--- config.mk ---
export PLATFORM = sky130hd
export DESIGN_NAME = store_buffer_flat
export DESIGN_NICKNAME = d
export VERILOG_FILES = /design/src/rtl/store_buffer_if.sv /design/src/rtl/store_buffer.sv /design/src/flat_wrapper.sv
export SDC_FILE = /design/constraint.sdc
export NUM_CORES = 1
export LEC_CHECK = 0
export BUFFER_PORTS_ARGS = -buffer_cell sky130_fd_sc_hd__buf_4
export CELL_PAD_IN_SITES_DETAIL_PLACEMENT = 1
export CELL_PAD_IN_SITES_GLOBAL_PLACEMENT = 1
export CORE_AREA = 2 2 210 212
export CTS_CLUSTER_DIAMETER = 100
export DETAILED_ROUTE_END_ITERATION = 16
export DIE_AREA = 0 0 212 214
export GPL_TIMING_DRIVEN = 0
export PLACE_DENSITY_LB_ADDON = 0.1
export SYNTH_ARGS = -nofsm -noshare
export SYNTH_HDL_FRONTEND = slang
export SYNTH_SLANG_ARGS = --single-unit
--- constraint.sdc ---
create_clock -name clk -period 4 [get_ports clk]
set_clock_uncertainty 0.1 [all_clocks]
set_input_delay 0.8 -clock clk [delete_from_list [all_inputs] [get_ports clk]]
set_output_delay 0.8 -clock clk [all_outputs]
set_load 0.02 [all_outputs]
--- src/rtl/store_buffer_if.sv ---
// Handshaked data-memory port between the store buffer (master) and memory (slave).
interface store_buffer_if;
    logic        mem_req;
    logic        mem_we;
    logic [31:0] mem_addr;
    logic [31:0] mem_wdata;
    logic        mem_ack;
    logic [31:0] mem_rdata;

    modport master (
        output mem_req, mem_we, mem_addr, mem_wdata,
        input  mem_ack, mem_rdata
    );

    modport slave (
        input  mem_req, mem_we, mem_addr, mem_wdata,
        output mem_ack, mem_rdata
    );
endinterface

--- src/rtl/store_buffer.sv ---
// Write-back store buffer: in-order store FIFO drained to a slow memory in the
// background, with youngest-entry store-to-load forwarding and stalled read misses.
module store_buffer #(
    parameter int unsigned DEPTH = 4
) (
    input  logic           clk,
    input  logic           reset,
    input  logic           MemWrite,
    input  logic           MemRead,
    input  logic [31:0]    DataAdr,
    input  logic [31:0]    WriteData,
    output logic [31:0]    ReadData,
    output logic           Stall,
    output logic           Empty,
    store_buffer_if.master mem
);
    localparam int unsigned PTR_W  = (DEPTH > 1) ? $clog2(DEPTH) : 1;
    localparam int unsigned CNT_W  = $clog2(DEPTH + 1);
    localparam int unsigned WORD_W = 30;

    typedef struct packed {
        logic [WORD_W-1:0] word;
        logic [31:0]       data;
    } entry_t;

    typedef enum logic [1:0] {
        IDLE  = 2'd0,
        WR    = 2'd1,
        RD    = 2'd2,
        RDONE = 2'd3
    } state_t;

    state_t            state;
    state_t            state_next;
    entry_t            fifo [DEPTH];
    logic [PTR_W-1:0]  head;
    logic [PTR_W-1:0]  tail;
    logic [CNT_W-1:0]  count;
    logic [31:0]       rdata_q;

    logic              full;
    logic              hit;
    logic              load_miss;
    logic              enq;
    logic              pop;
    logic [31:0]       fwd_data;
    logic [WORD_W-1:0] adr_word;
    logic              unused_adr_bits;

    assign adr_word        = DataAdr[31:2];
    assign unused_adr_bits = ^DataAdr[1:0];

    assign full      = (count == CNT_W'(DEPTH));
    assign enq       = MemWrite & ~full;
    assign load_miss = MemRead & ~MemWrite & ~hit;
    assign pop       = (state == WR) & mem.mem_ack;

    // Scan oldest to youngest so the last match wins (youngest store forwards).
    always_comb begin
        hit      = 1'b0;
        fwd_data = '0;
        for (int unsigned k = 0; k < DEPTH; k++) begin
            if ((CNT_W'(k) < count) && (fifo[head + PTR_W'(k)].word == adr_word)) begin
                hit      = 1'b1;
                fwd_data = fifo[head + PTR_W'(k)].data;
            end
        end
    end

    always_ff @(posedge clk) begin
        if (reset) begin
            state <= IDLE;
        end else begin
            state <= state_next;
        end
    end

    // Next state and memory-port drive; load misses take priority over draining.
    always_comb begin
        state_next    = state;
        mem.mem_req   = 1'b0;
        mem.mem_we    = 1'b0;
        mem.mem_addr  = '0;
        mem.mem_wdata = '0;
        case (state)
            IDLE: begin
                if (load_miss) begin
                    state_next = RD;
                end else if ((count != '0) || enq) begin
                    state_next = WR;
                end
            end
            WR: begin
                mem.mem_req   = 1'b1;
                mem.mem_we    = 1'b1;
                mem.mem_addr  = {fifo[head].word, 2'b00};
                mem.mem_wdata = fifo[head].data;
                if (mem.mem_ack) begin
                    state_next = IDLE;
                end
            end
            RD: begin
                mem.mem_req  = 1'b1;
                mem.mem_addr = {adr_word, 2'b00};
                if (mem.mem_ack) begin
                    state_next = RDONE;
                end
            end
            RDONE: begin
                state_next = IDLE;
            end
            default: begin
                state_next = IDLE;
            end
        endcase
    end

    always_ff @(posedge clk) begin
        if (reset) begin
            head    <= '0;
            tail    <= '0;
            count   <= '0;
            rdata_q <= '0;
        end else begin
            if (enq) begin
                tail <= tail + PTR_W'(1);
            end
            if (pop) begin
                head <= head + PTR_W'(1);
            end
            case ({enq, pop})
                2'b10:   count <= count + CNT_W'(1);
                2'b01:   count <= count - CNT_W'(1);
                default: count <= count;
            endcase
            if ((state == RD) && mem.mem_ack) begin
                rdata_q <= mem.mem_rdata;
            end
        end
    end

    // Entry storage needs no reset; validity comes from head/count.
    always_ff @(posedge clk) begin
        if (!reset && enq) begin
            fifo[tail] <= {adr_word, WriteData};
        end
    end

    assign Stall    = (MemWrite & full) | (load_miss & (state != RDONE));
    assign ReadData = (state == RDONE) ? rdata_q : (hit ? fwd_data : 32'd0);
    assign Empty    = (count == '0) & ((state == IDLE) | (state == RDONE));
endmodule

--- src/flat_wrapper.sv ---
// flat-port wrapper written by rule: the top's interface ports become plain ports
module store_buffer_flat 
#(
    parameter int unsigned DEPTH = 4
)
  (clk, reset, MemWrite, MemRead, DataAdr, WriteData, ReadData, Stall, Empty, mem_mem_req, mem_mem_we, mem_mem_addr, mem_mem_wdata, mem_mem_ack, mem_mem_rdata);
  store_buffer_if mem_i ();
  input  logic clk;
  input  logic reset;
  input  logic MemWrite;
  input  logic MemRead;
  input  logic [31:0] DataAdr;
  input  logic [31:0] WriteData;
  output logic [31:0] ReadData;
  output logic Stall;
  output logic Empty;
  output wire logic [$bits(mem_i.mem_req)-1:0] mem_mem_req;
  output wire logic [$bits(mem_i.mem_we)-1:0] mem_mem_we;
  output wire logic [$bits(mem_i.mem_addr)-1:0] mem_mem_addr;
  output wire logic [$bits(mem_i.mem_wdata)-1:0] mem_mem_wdata;
  input wire logic [$bits(mem_i.mem_ack)-1:0] mem_mem_ack;
  input wire logic [$bits(mem_i.mem_rdata)-1:0] mem_mem_rdata;
  assign mem_mem_req = mem_i.mem_req;
  assign mem_mem_we = mem_i.mem_we;
  assign mem_mem_addr = mem_i.mem_addr;
  assign mem_mem_wdata = mem_i.mem_wdata;
  assign mem_i.mem_ack = mem_mem_ack;
  assign mem_i.mem_rdata = mem_mem_rdata;
  store_buffer #(.DEPTH(DEPTH)) u_core (.clk(clk), .reset(reset), .MemWrite(MemWrite), .MemRead(MemRead), .DataAdr(DataAdr), .WriteData(WriteData), .ReadData(ReadData), .Stall(Stall), .Empty(Empty), .mem(mem_i));
endmodule
## Yosys cells after proc, flatten, opt, wreduce, memory -nomap -nowiden

Memory sizes are Yosys's and may differ from the RTL's. A register that Yosys moved wholly into a read port is not among the register bits.
Index checks and enable logic that the tools add are counted.

| storage, ports and cells | value |
|---|---|
| register bits | 41 |
| latch bits | 0 |
| bits in writable memories | 248 |
| bits in read-only memories | 0 |
| output and inout bits | 100 |
| logic and storage cells | 80 |
| memories kept | 1 |

| cells by class | value |
|---|---|
| add/sub/neg operators | 6 |
| $mul | 0 |
| div/mod/pow operators | 0 |
| order comparisons | 4 |
| equal/unequal tests | 14 |
| shift operators | 0 |
| multiplexer cells | 24 |
| bitwise operators | 12 |
| reductions and logical operators | 14 |

Memory list:

| name | depth | width | rd ports | clocked after memory_dff | wr ports | line | source |
|---|---|---|---|---|---|---|---|
| u_core.fifo | 4 | 62 | 4 | 1 | 1 | store_buffer.sv:35 | `entry_t fifo [DEPTH];` |

Operators by type and width:

| operator | number |
|---|---|
| $mux W32 | 7 |
| $eq A30 B30 Y1 | 4 |
| $pmux W32 S2 | 1 |
| $mux W2 | 6 |
| $mux W1 | 8 |
| $pmux W2 S4 | 1 |
| $and A1 B1 Y1 | 7 |
| $eq A2 B2 Y1 const B | 3 |
| $logic_and A1 B1 Y1 | 6 |
| $lt A1 B3 Y1 const A | 2 |
| $lt A2 B3 Y1 const A | 2 |
| $ne A2 B2 Y1 const B | 3 |
| $pmux W3 S2 | 1 |
| $add A2 B1 Y2 const B | 2 |
| $add A2 B2 Y2 const B | 2 |
| $eq A2 B1 Y1 const B | 2 |
| $add A3 B1 Y3 const B | 1 |
| $eq A3 B3 Y1 const B | 1 |
| $logic_not A3 Y1 | 1 |
| $ne A3 B1 Y1 const B | 1 |
| $not A1 Y1 | 3 |
| $reduce_and A3 Y1 | 1 |
| $reduce_bool A3 Y1 | 1 |
| $sub A3 B1 Y3 const B | 1 |
| other kinds (6) | 7 |

## Depth between registers and ports, before layout

An unclocked memory read counts as a cell.

| logic depth | value |
|---|---|
| word-level depth | 11 |
| depth in mapped cells | 14 |
| depth with buffers taken out | 10 |

## Worst setup path after synthesis

Ideal clock, no wire load.

| timing | value |
|---|---|
| path kind | in2out |
| from | input DataAdr[31] |
| to | output ReadData[0] |
| data arrival time | 3417 ps |
| slack | -317 ps |
| stages on the path | 10 |
| path buffers | 2 |
| cells stage by stage | buf_1 -> xor2_1 -> mux2i_1 -> or4_1 -> or4_1 -> o22ai_1 -> o31ai_1 -> clkbuf_1 -> a211o_1 -> a2bb2oi_1 |

| between the ends | value |
|---|---|
| longest elaborated chain between the ends | 8 |
| elaborated cells on any way between the ends | 18 |
| classes of those cells | eq/ne (4); mux (10); reduce/logical (4) |

RTL lines:

| element | line | source |
|---|---|---|
| from (decl) | flat_wrapper.sv:12 | `input logic [31:0] DataAdr;` |
| $eq A30 B30 Y1 | store_buffer.sv:63 | `if ((CNT_W'(k) < count) && (fifo[head + PTR_W'(k)].word == adr_word)) begin` |
| $logic_and A1 B1 Y1 | store_buffer.sv:63 |  |
| $mux W32 or $mux W1 (tied branches) (4 in a row) | store_buffer.sv:63 |  |
| $mux W32 (*) (2 in a row) | store_buffer.sv:150 | `assign ReadData = (state == RDONE) ? rdata_q : (hit ? fwd_data : 32'd0);` |
| to (decl) | flat_wrapper.sv:14 | `output logic [31:0] ReadData;` |

Mark *: on every way between the ends. The rest lies on a longest branch, timed or not.

## Worst setup path in the final report

| timing | value |
|---|---|
| from | register u_core.head[0] |
| to | output ReadData[4] |

| between the ends | value |
|---|---|
| longest elaborated chain between the ends | 9 |
| elaborated cells on any way between the ends | 18 |
| classes of those cells | add/sub (3); eq/ne (3); mux (8); reduce/logical (3); memory (1) |

RTL lines:

| element | line | source |
|---|---|---|
| from (decl) | store_buffer.sv:36 | `logic [PTR_W-1:0] head;` |
| from (signal assigned) | store_buffer.sv:129 | `head <= head + PTR_W'(1);` |
| $add A2 B1 Y2 | store_buffer.sv:63, store_buffer.sv:65 |  |
| $mem_v2 Z4 W62 (*) | n/a |  |
| $eq A30 B30 Y1 | store_buffer.sv:63 |  |
| $logic_and A1 B1 Y1 | store_buffer.sv:63 |  |
| $mux W32 or $mux W1 (tied branches) (3 in a row) | store_buffer.sv:63 |  |
| $mux W32 (*) (2 in a row) | store_buffer.sv:150 |  |

Marks and branches as above.

==> metrics.md <==
| Metric | Value |
|---|---|
| Status | finished with violations |
| Violated checks | negative setup slack |
| Via count | ~16k |
| First-pass GRT wire length | ~110 mm |
| Final Util | roughly 58% |
| Port Buffers | 195 |
| CTS tree | yes |
| Ys Warns | 0 |
| Top post-synthesis cells by area | edfxtp_1 (40%), mux4_2 (14%), mux2i_1 (7.2%), nand2_1 (5.1%), xnor2_1 (4.7%) |
| Path depth of the worst reg2reg path | 15 |
| Yosys reg bits | slightly below 300 |
| Area growth syn-to-layout | 32.2% |
| Hold Fails Final Rpt | 0 |
| Pwr/cell area | ~470 nW/µm² |
| Fill count | 4372 |
| # H-tree levels | 2 |
| Die footprint | about 45000 µm² |
| Most common cell in the synthesized netlist | nand2_1 |
| # DRC | 0 |
| CORE AREA | roughly 43000 µm² |
| P_leak | roughly 0.0081 µW |
| Vias per cell | around 6.4 |
| RSZ-0062 raised after global routing | true |
| Critical path type | reg2out |
| Grt ovf | 0 |
| Reg2reg start | u_core.head[1] |
| Critical path peak fanout | 10 |
| Worst Max-Slew Pin Slew | ~1.0 ns |
| R2R Setup Slk | around 0.41 ns |
| Largest area contributor in the netlist | edfxtp_1 |
| IO Pins | ~200 |
| Worst setup EP type | output pin |
| Total Wirelength | 78.2 mm |
| Syn_area_per_cell | between 10 and 15 µm² |
| Number of synthesized flops with an enable pin | about 250 |
| Tot GR Track Use | about 34% |
| Worst hold-check path type | in2reg |
| Post-synthesis cell area | about 19000 µm² |
| Clock Path Buffers | 3 |
| # Max-Cap Violations | 0 |
| Startpoint types | flop |
| Via count of the first global-routing pass | 16.6k |
| Starting Density | between 40 and 50% |
| PnR worst setup slack | -1.19 ns |
| Largest net degree at the start of global routing | 41 |
| Nets | just over 2k |
| CTS buffer count | 37 |
| Hold_sp | WriteData[27] |
| Worst vdd ir | about 0.43 mV |
| Final slew viol count | 0 |
| Die W | 212 µm |
| Crit path DAT | 4.29 ns |
| RePlAce Congestion | around 0.94 |
| Asr flop ratio synth | 0% |
| Period utilization | 130% |
| Routed wire length per instance | slightly above 30 µm |
| Seq/Total Area, Yosys | between 40% and 50% |
| Setup_tns | -37.57 ns |
| Cell chosen for the clock root | clkbuf_16 |
| Number of antenna-violating nets in the routed design | 0 |
| Post-synth top area share | between 30% and 40% |
| Initial antenna violation count | 2 |
| Commonest cells in the netlist | nand2_1 (255), edfxtp_1 (248), mux2i_1 (135) |
| Period minus WS final | between 5 and 6 ns |
| Initial DRC Count | about 1.6k |
| Fmax | slightly below 200 MHz |
| Worst slew margin | between 30% and 40% |
| Syn Inst Count | 1645 |
| FF-to-FF End | u_core.state[0] |
| Clk Latency, worst-skew pair | around 0.56 ns |
| Design area | ~25000 µm² |
| Hold buffers post-CTS | 0 |
| Cell Rows | 76 |
| Clock Pin Slew Worst Setup and Hold Paths | approximately 0.06 ns |
| Detailed Place HPWL | 54.6 mm |
| Hold Path Sink | u_core.fifo[0][27] |
| Required time worst endpoint | around 3.1 ns |
| Share of cells above drive strength 1 | a little over a third |
| Die extent in y | 214 µm |
| Clk sinks | 291 |
| Placement-stage cell area | between 20000 and 25000 µm² |
| Hold Path Depth | 1 |
| Top FF cell, synth | edfxtp_1 |
| TritonRoute pass-1 iters | 6 |
| Library cells used by synthesis | 63 |
| Setup Viol. Count Final | 33 |
## per-layer routing
| metal | track usage (%) | share of wire (%) | vias up |
|---|---|---|---|
| li1 | - | - | 6834 |
| met1 | 51.2 | 45 | 8476 |
| met2 | 50.9 | 45 | 804 |
| met3 | 5.95 | 8.4 | 116 |
| met4 | 8.97 | 2.3 | 0 |
| met5 | 0 | 0 | - |
## cell families after synthesis
logic type,after synthesis,share of synthesized area (%)
compound gates,320,11.3
xor+xnor,113,5.28
fa+ha+maj,13,0.868
buf+inv,173,4.01
flops,291,44.3
mux,288,23.4
other cells,1,0.0200
simple gates,446,10.9
## layout make-up
| class | instances | area (µm²) | area share [%] |
|---|---|---|---|
| multi-input combinational | 1182 | 11000 | 44.2 |
| sequential | 291 | 8310 | 33.5 |
| timing repair buffer | 255 | 2270 | 9.17 |
| buffer | 155 | 1190 | 4.80 |
| clock buffer | 45 | 956 | 3.86 |
| tap | 585 | 732 | 2.95 |
| clock inverter | 23 | 294 | 1.19 |
| inverter | 16 | 62.6 | 0.252 |
| antenna | 2 | 5.00 | 0.0202 |
## registers in the layout, indices dropped and copies added (netlist names), named ones only
register,flops
u_core.head,2
u_core.state,2
u_core.fifo,248
u_core.rdata_q,32
u_core.tail,2
u_core.count,3
## timing repair
| item | in CTS | in global routing |
|---|---|---|
| gates resized for setup | 289 | 74 |
| gates cloned | 5 | 2 |
| endpoints found under the hold margin | 0 | 0 |
| pin swaps | 18 | 10 |
| setup buffers | 25 | 25 |
| endpoints found under the setup margin | 80 | 51 |
## per-stage QoR
step	hold WS, ns	setup WS (ns)	total power (µW)	cells
finish	0.332	-1.19	11800	2554
global route	0.323	-1.32	12100	2554
CTS	0.311	-1.17	11500	2526
detailed placement	0.351	-2.17	7680	2430
global placement	0.342	-2.12	7640	2426
floorplan	0.334	-0.0212	6140	1646
## how the worst max path moves through the flow
stage,from,endpoint,slack [ns],cells past startpoint
after floorplan,DataAdr[31],ReadData[10],-0.02,10
after global placement,u_core.head[1],ReadData[9],-2.12,14
after detailed placement,flop,ReadData[2],-2.17,13
after CTS,u_core.head[0],ReadData[2],-1.17,15
after global routing,u_core.head[0],ReadData[2],-1.32,16
final,u_core.head[0],ReadData[4],-1.19,14
## power breakdown
part / internal [µW] / switching, µW
Combinational: 1970 / 2690
Clock: 2110 / 1410
Sequential: 3470 / 133
Total: 7540 / 4230
## cell usage in the layout, fill, tap and decap left out, drive strengths merged, types with 4 or more instances in the layout
| cell type | count |
|---|---|
| o22ai | 9 |
| ha | 13 |
| or4 | 5 |
| edfxtp | 248 |
| a211oi | 5 |
| a2bb2oi | 32 |
| a22oi | 29 |
| nand2 | 255 |
| o211ai | 4 |
| buf | 312 |
| nand4 | 12 |
| o21ai | 112 |
| and2 | 39 |
| inv | 18 |
| xor2 | 12 |
| a21oi | 51 |
| a32oi | 5 |
| mux2i | 136 |
| nor2b | 28 |
| dfxtp | 43 |
| clkbuf | 140 |
| nor2 | 31 |
| a211o | 31 |
| a221oi | 5 |
| mux4 | 116 |
| o2111ai | 7 |
| xnor2 | 101 |
| nor4 | 9 |
| nor3 | 46 |
| clkinv | 14 |
| a31oi | 5 |
| nand3 | 10 |
| mux2 | 36 |
| bufinv | 6 |
## worst max-delay path: stages (launching register included)
cell and delay, ns:
dfxtp_2 0.34, buf_12 0.16, buf_16 0.19, buf_6 0.15, buf_4 0.13, mux4_2 0.56, xnor2_4 0.22, o2111ai_1 0.20
or4_4 0.60, or2_4 0.32, clkbuf_8 0.20, nor3_1 0.23, a211o_1 0.19, a2bb2oi_4 0.07, buf_6 0.13
No activity file was read; power rests on OpenSTA's default activity.
